<file path="src/rtl/ram_port_arbiter_if.sv">
// ram_port_arbiter_if
// Bundles the three buses around the RAM port arbiter:
//   - instruction fetch requester (read-only):  i_addr, i_ren -> i_rdata, i_busy
//   - data requester (read/write):               d_addr, d_wdata, d_byte_en, d_ren, d_wen
//                                                -> d_rdata, d_busy
//   - single-port latency RAM:                   ram_addr, ram_wdata, ram_byte_en, ram_ren,
//                                                ram_wen -> ram_rdata, ram_busy
// Modports:
//   slave  - the arbiter's view (serves both requesters, drives the RAM inputs)
//   master - the surrounding environment (requesters and RAM model)
// Parameters: ADDR_BITS word-address width, N_BYTES bytes per data word.
interface ram_port_arbiter_if #(
    parameter int ADDR_BITS = 16,
    parameter int N_BYTES   = 4
);
    localparam int N_BITS = N_BYTES * 8;

    logic [ADDR_BITS-1:0] i_addr;
    logic                 i_ren;
    logic [N_BITS-1:0]    i_rdata;
    logic                 i_busy;

    logic [ADDR_BITS-1:0] d_addr;
    logic [N_BITS-1:0]    d_wdata;
    logic [N_BYTES-1:0]   d_byte_en;
    logic                 d_ren;
    logic                 d_wen;
    logic [N_BITS-1:0]    d_rdata;
    logic                 d_busy;

    logic [ADDR_BITS-1:0] ram_addr;
    logic [N_BITS-1:0]    ram_wdata;
    logic [N_BYTES-1:0]   ram_byte_en;
    logic                 ram_ren;
    logic                 ram_wen;
    logic [N_BITS-1:0]    ram_rdata;
    logic                 ram_busy;

    modport slave (
        input  i_addr, i_ren,
        output i_rdata, i_busy,
        input  d_addr, d_wdata, d_byte_en, d_ren, d_wen,
        output d_rdata, d_busy,
        output ram_addr, ram_wdata, ram_byte_en, ram_ren, ram_wen,
        input  ram_rdata, ram_busy
    );

    modport master (
        output i_addr, i_ren,
        input  i_rdata, i_busy,
        output d_addr, d_wdata, d_byte_en, d_ren, d_wen,
        input  d_rdata, d_busy,
        input  ram_addr, ram_wdata, ram_byte_en, ram_ren, ram_wen,
        output ram_rdata, ram_busy
    );
endinterface

</file>
<file path="src/rtl/ram_port_arbiter.sv">
// ram_port_arbiter
// Shares one single-port latency RAM between an instruction fetch requester (I, read-only)
// and a data requester (D, read/write). A grant is held for the whole transaction because
// the RAM restarts its latency count whenever its inputs change; the RAM inputs are driven
// combinationally from the granted requester, which must keep its request stable while busy.
// Ports:
//   CLK   - clock, all state on posedge
//   nRST  - asynchronous active-low reset (IDLE, no grant, last grant = I)
//   bus   - ram_port_arbiter_if.slave: I bus, D bus and RAM bus
// Configuration macro ROUND_ROBIN_EN:
//   defined   - simultaneous requests in IDLE go to the requester not granted last
//   undefined - simultaneous requests in IDLE always go to D (I may starve)
module ram_port_arbiter (
    input  logic              CLK,
    input  logic              nRST,
    ram_port_arbiter_if.slave bus
);
    typedef enum logic [1:0] {IDLE = 2'd0, GNT_I = 2'd1, GNT_D = 2'd2} state_t;

    state_t r_state;
    state_t w_next;
    logic   w_i_req;
    logic   w_d_req;
    logic   w_pick_d;   // tie-break when both request in IDLE

    assign w_i_req = bus.i_ren;
    assign w_d_req = bus.d_ren | bus.d_wen;

`ifdef ROUND_ROBIN_EN
    logic r_last_d;     // 1 = D completed last, 0 = I completed last
    logic w_done_i;
    logic w_done_d;

    assign w_done_i = (r_state == GNT_I) && w_i_req && !bus.ram_busy;
    assign w_done_d = (r_state == GNT_D) && w_d_req && !bus.ram_busy;
    assign w_pick_d = !r_last_d;

    // Only completed transactions move the round-robin pointer; aborts leave it alone.
    always_ff @(posedge CLK or negedge nRST) begin
        if (!nRST)         r_last_d <= 1'b0;
        else if (w_done_d) r_last_d <= 1'b1;
        else if (w_done_i) r_last_d <= 1'b0;
    end
`else
    assign w_pick_d = 1'b1;
`endif

    always_ff @(posedge CLK or negedge nRST) begin
        if (!nRST) r_state <= IDLE;
        else       r_state <= w_next;
    end

    always_comb begin
        w_next          = r_state;
        bus.ram_addr    = '0;
        bus.ram_wdata   = '0;
        bus.ram_byte_en = '0;
        bus.ram_ren     = 1'b0;
        bus.ram_wen     = 1'b0;
        bus.i_busy      = 1'b1;
        bus.i_rdata     = '0;
        bus.d_busy      = 1'b1;
        bus.d_rdata     = '0;

        case (r_state)
            IDLE: begin
                if (w_d_req && (!w_i_req || w_pick_d)) w_next = GNT_D;
                else if (w_i_req)                      w_next = GNT_I;
            end

            GNT_I: begin
                // A dropped request aborts: RAM sees nothing this cycle, no completion.
                if (!w_i_req) begin
                    w_next = IDLE;
                end else begin
                    bus.ram_addr = bus.i_addr;
                    bus.ram_ren  = 1'b1;
                    if (!bus.ram_busy) begin
                        bus.i_busy  = 1'b0;
                        bus.i_rdata = bus.ram_rdata;
                        w_next      = IDLE;
                    end
                end
            end

            GNT_D: begin
                if (!w_d_req) begin
                    w_next = IDLE;
                end else begin
                    bus.ram_addr    = bus.d_addr;
                    bus.ram_wdata   = bus.d_wdata;
                    bus.ram_byte_en = bus.d_byte_en;
                    // ren together with wen is treated as a plain write.
                    bus.ram_ren     = bus.d_ren & ~bus.d_wen;
                    bus.ram_wen     = bus.d_wen;
                    if (!bus.ram_busy) begin
                        bus.d_busy  = 1'b0;
                        bus.d_rdata = bus.ram_rdata;
                        w_next      = IDLE;
                    end
                end
            end

            default: w_next = IDLE;
        endcase
    end
endmodule

</file>
<file path="src/flat_wrapper.sv">
// flat-port wrapper written by rule: the top's interface ports become plain ports
module ram_port_arbiter_flat 
  (CLK, nRST, bus_i_addr, bus_i_ren, bus_i_rdata, bus_i_busy, bus_d_addr, bus_d_wdata, bus_d_byte_en, bus_d_ren, bus_d_wen, bus_d_rdata, bus_d_busy, bus_ram_addr, bus_ram_wdata, bus_ram_byte_en, bus_ram_ren, bus_ram_wen, bus_ram_rdata, bus_ram_busy);
  ram_port_arbiter_if #(.ADDR_BITS((16)), .N_BYTES((4))) bus_i ();
  input  logic CLK;
  input  logic nRST;
  input wire logic [$bits(bus_i.i_addr)-1:0] bus_i_addr;
  input wire logic [$bits(bus_i.i_ren)-1:0] bus_i_ren;
  output wire logic [$bits(bus_i.i_rdata)-1:0] bus_i_rdata;
  output wire logic [$bits(bus_i.i_busy)-1:0] bus_i_busy;
  input wire logic [$bits(bus_i.d_addr)-1:0] bus_d_addr;
  input wire logic [$bits(bus_i.d_wdata)-1:0] bus_d_wdata;
  input wire logic [$bits(bus_i.d_byte_en)-1:0] bus_d_byte_en;
  input wire logic [$bits(bus_i.d_ren)-1:0] bus_d_ren;
  input wire logic [$bits(bus_i.d_wen)-1:0] bus_d_wen;
  output wire logic [$bits(bus_i.d_rdata)-1:0] bus_d_rdata;
  output wire logic [$bits(bus_i.d_busy)-1:0] bus_d_busy;
  output wire logic [$bits(bus_i.ram_addr)-1:0] bus_ram_addr;
  output wire logic [$bits(bus_i.ram_wdata)-1:0] bus_ram_wdata;
  output wire logic [$bits(bus_i.ram_byte_en)-1:0] bus_ram_byte_en;
  output wire logic [$bits(bus_i.ram_ren)-1:0] bus_ram_ren;
  output wire logic [$bits(bus_i.ram_wen)-1:0] bus_ram_wen;
  input wire logic [$bits(bus_i.ram_rdata)-1:0] bus_ram_rdata;
  input wire logic [$bits(bus_i.ram_busy)-1:0] bus_ram_busy;
  assign bus_i.i_addr = bus_i_addr;
  assign bus_i.i_ren = bus_i_ren;
  assign bus_i_rdata = bus_i.i_rdata;
  assign bus_i_busy = bus_i.i_busy;
  assign bus_i.d_addr = bus_d_addr;
  assign bus_i.d_wdata = bus_d_wdata;
  assign bus_i.d_byte_en = bus_d_byte_en;
  assign bus_i.d_ren = bus_d_ren;
  assign bus_i.d_wen = bus_d_wen;
  assign bus_d_rdata = bus_i.d_rdata;
  assign bus_d_busy = bus_i.d_busy;
  assign bus_ram_addr = bus_i.ram_addr;
  assign bus_ram_wdata = bus_i.ram_wdata;
  assign bus_ram_byte_en = bus_i.ram_byte_en;
  assign bus_ram_ren = bus_i.ram_ren;
  assign bus_ram_wen = bus_i.ram_wen;
  assign bus_i.ram_rdata = bus_ram_rdata;
  assign bus_i.ram_busy = bus_ram_busy;
  ram_port_arbiter u_core (.CLK(CLK), .nRST(nRST), .bus(bus_i));
endmodule
</file>
<file path="config.mk">
export PLATFORM = sky130hd
export DESIGN_NAME = ram_port_arbiter_flat
export DESIGN_NICKNAME = d
export VERILOG_FILES = /design/src/rtl/ram_port_arbiter_if.sv /design/src/rtl/ram_port_arbiter.sv /design/src/flat_wrapper.sv
export SDC_FILE = /design/constraint.sdc
export NUM_CORES = 1
export LEC_CHECK = 0
export BUFFER_PORTS_ARGS = -buffer_cell sky130_fd_sc_hd__buf_4
export CAP_MARGIN = 10
export CORE_AREA = 5 5 85 87
export DETAILED_ROUTE_END_ITERATION = 7
export DIE_AREA = 0 0 90 92
export GPL_TIMING_DRIVEN = 0
export MAX_ROUTING_LAYER = met4
export PLACE_DENSITY = 0.73
export SLEW_MARGIN = 10
export SYNTH_ARGS = -nofsm -noshare
export SYNTH_HDL_FRONTEND = slang
export SYNTH_SLANG_ARGS = --single-unit
</file>
<file path="constraint.sdc">
create_clock -name CLK -period 3.5 [get_ports CLK]
set_input_delay 0.7 -clock CLK [delete_from_list [all_inputs] [get_ports CLK]]
set_output_delay 0.7 -clock CLK [all_outputs]
set_load 0.01 [all_outputs]
</file>
==> flow_summary.ini <==
[floorplanning]
pin_count = 226
die_x_um = 90
rows = 29
start_util_pct = 19.9
die_area_um2 = 8280
core_um2 = 6280
die_h_um = 92

[timing]
period_share_pct = 76.3
slew-limit-headroom_pct = 69.2
hold_viol = 0
fin_crit_ns = 2.67
fin_worst_skew_ns = 0.000684
drv_slew = 0
rsz0062_at_grt = no
timing.final.ws_setup_ns = 0.829
finalSetupViolCount = 0
worst_pin_slew_ns = 0.456
setup-tns-final_ns = 0
max_freq_mhz = 374

[grt]
grt_pass1_vias = 2155
grt_start_max_net_pins = 11
grt_overflow = 0
grt_pass1_wl_um = 10400
gr-usage-all-layers_pct = 15.1
grt_antenna_before_repair = 0

[detailed_routing]
ant_nets = 0
met3_length_um = 558
routed-via-count = 2054
top_layer = met4
routed_wl_um = 6680
dr.pass1.iters = 4
vias_per_cell = 4.24
drc_errors = 0
wl_per_cell_um = 13.8
wl_met1_um = 2530
drt_iter0_drc = 16
routed-wl-met2_um = 3580

[logic_synthesis]
synth_area_leaders = and2_1 49%, a22oi_1 9.6%, nor2b_1 8.0%
ys_async_sr_fraction_pct = 100
yosysUniqueCellTypes = 28
ys_ff_latch = 2
yosysTopAreaCell = and2_1
syn-num-nets = 290
synthesis.area_um2 = 1250
synth-edff-count = 0
ys_warn_count = 0
syn-mean-instance-area_um2 = 6.99
syn_inst = 179
yosysSeqAreaShare_pct = 4.00
synth_top_area_share_pct = 48.5
synth-main-ff-cell = dfrtp_1

[placed_design]
place_inst = 481
dp_hpwl_um = 5970
port_buffers = 225
place_congestion = 0.759
place_ws_ns = 0.905

[setup_path]
crit_chain = inv_1 -> ha_1 -> nand2_1 -> nor2_1 -> clkbuf_1 -> and2_1 -> buf_4
path_max_fanout = 10
endpoint = bus_i_rdata[2]
path_buf_inv = 3
crit_slowest_cell = dfrtp_1
cp_top_family = simple AND/OR/NAND/NOR gates
crit_required_ns = 2.80
reg2reg_slack_ns = 1.97
critPathKind = reg -> out
rr_endpoint = u_core.r_state[0]
slowest_delay_ns = 0.42
worstReg2RegStart = u_core.r_state[0]
end_kind = primary output
cp_num_cells = 7
cp.arrival_ns = 1.97
start_kind = register
r2r_cells = 6
setup.worst_path.start = u_core.r_state[1]

[power_and_ir_drop]
p_per_area_nw_per_um2 = 375
power_frac_comb_pct = 88.4
ir_drop_v = 0.000263
seq_power_share_pct = 4.0
power_switching_mw = 0.477
swShare_pct = 41.3
clock_power_share_pct = 7.6
p_leak_nw = 1.69
power.internal_mw = 0.678

[job]
cap_violations = 0

[clock_tree]
cts_tree = done
ctsHoldBuffers = 0
post_cts_buffers = 0
clk_latency_ns = 0.20
clockRootBuffer = clkbuf_8
clock-sinks = 2
cts.clk_slew.worst_paths_ns = 0.03
cts-resized-gates = 0
htree_levels = 1
numCtsBuffers = 3
cts_buffer_depth = 2

[cells_and_area]
instances_no_fill = 484
largest-register = u_core.r_state
drive_gt1_share_pct = 61.2
largest_reg_flops = 2
final_util_pct = 49.0
reg_top3 = u_core.r_state x2
fin_nets = 520
insertedDiodeCount = 0
area_delta_synth_final_pct = 146

[run_status]
status = completed

[min_path]
hold_path_class = in -> async
cell usage in the layout, fill, tap and decap left out, types with 2 or more instances in the layout:
| cell | synthesis | final |
|---|---|---|
| a22oi_1 | 16 | 16 |
| and2_1 | 97 | 97 |
| nor2_1 | 2 | 2 |
| clkbuf_2 | 3 | 3 |
| clkbuf_1 | 4 | 4 |
| and2_2 | 6 | 6 |
| buf_4 | 1 | 226 |
| buf_6 | 6 | 6 |
| inv_1 | 3 | 3 |
| clkbuf_8 | 0 | 3 |
| nor2b_1 | 16 | 16 |
| nand2_1 | 3 | 3 |
| dfrtp_1 | 2 | 2 |
| ha_1 | 5 | 5 |
power by group through the flow:
stage,sequential [mW],clock [mW],combinational [mW]
5_1_grt,0.0484,0.0973,1.12
6_report,0.0466,0.0879,1.02
2_1_floorplan,0.0427,0,0.540
3_3_place_gp,0.0466,0,1.02
3_5_place_dp,0.0466,0,1.04
4_1_cts,0.0464,0.0902,1.04
worst min-delay path by stage:
stage	endpoint	slack (ns)
3_3_place_gp	u_core.r_state[1]	0.48
2_1_floorplan	u_core.r_state[0]	0.40
6_report	u_core.r_state[1]	0.27
5_1_grt	u_core.r_state[1]	0.26
4_1_cts	u_core.r_state[1]	0.27
3_5_place_dp	u_core.r_state[1]	0.48
cell usage after synthesis (2+ instances only):
cell,count
nand2_1,3
inv_1,3
a22oi_1,16
and2_1,97
dfrtp_1,2
and2_2,6
buf_6,6
clkbuf_2,3
nor2_1,2
clkbuf_1,4
nor2b_1,16
ha_1,5
routing by layer:
metal  track usage (%)  up-vias
met3              3.36        2
met2              28.4      116
li1                  -     1031
met4              2.48        0
met5                 -        -
met1              16.3      905
cell families (layout without fill, tap and decap cells):
group / count (synthesis) / count (layout) / synth area share (%)
and+or+nand+nor: 130 / 130 / 65.8
AOI/OAI and AO/OA: 24 / 24 / 15.5
buffers and inverters: 18 / 246 / 9.70
adders and majority gates: 5 / 5 / 5.00
DFF: 2 / 2 / 4.00
metrics by stage:
stage	cell area [µm²]	total power, mW	hold WS, ns
floorplan	1250	0.583	0.404
global placement	3040	1.07	0.482
detailed placement	3040	1.08	0.483
CTS	3080	1.18	0.266
global route	3080	1.26	0.262
finish	3080	1.15	0.270
area by class of cell:
class	instances	area (µm²)
multi-input combinational	159	1080
buffer	15	110
sequential	2	50.0
clock buffer	3	41.3
inverter	3	11.3
tap	77	96.3
fill	646	3200
timing repair buffer	225	1690
Note: power is estimated with default switching activity, not from simulation.
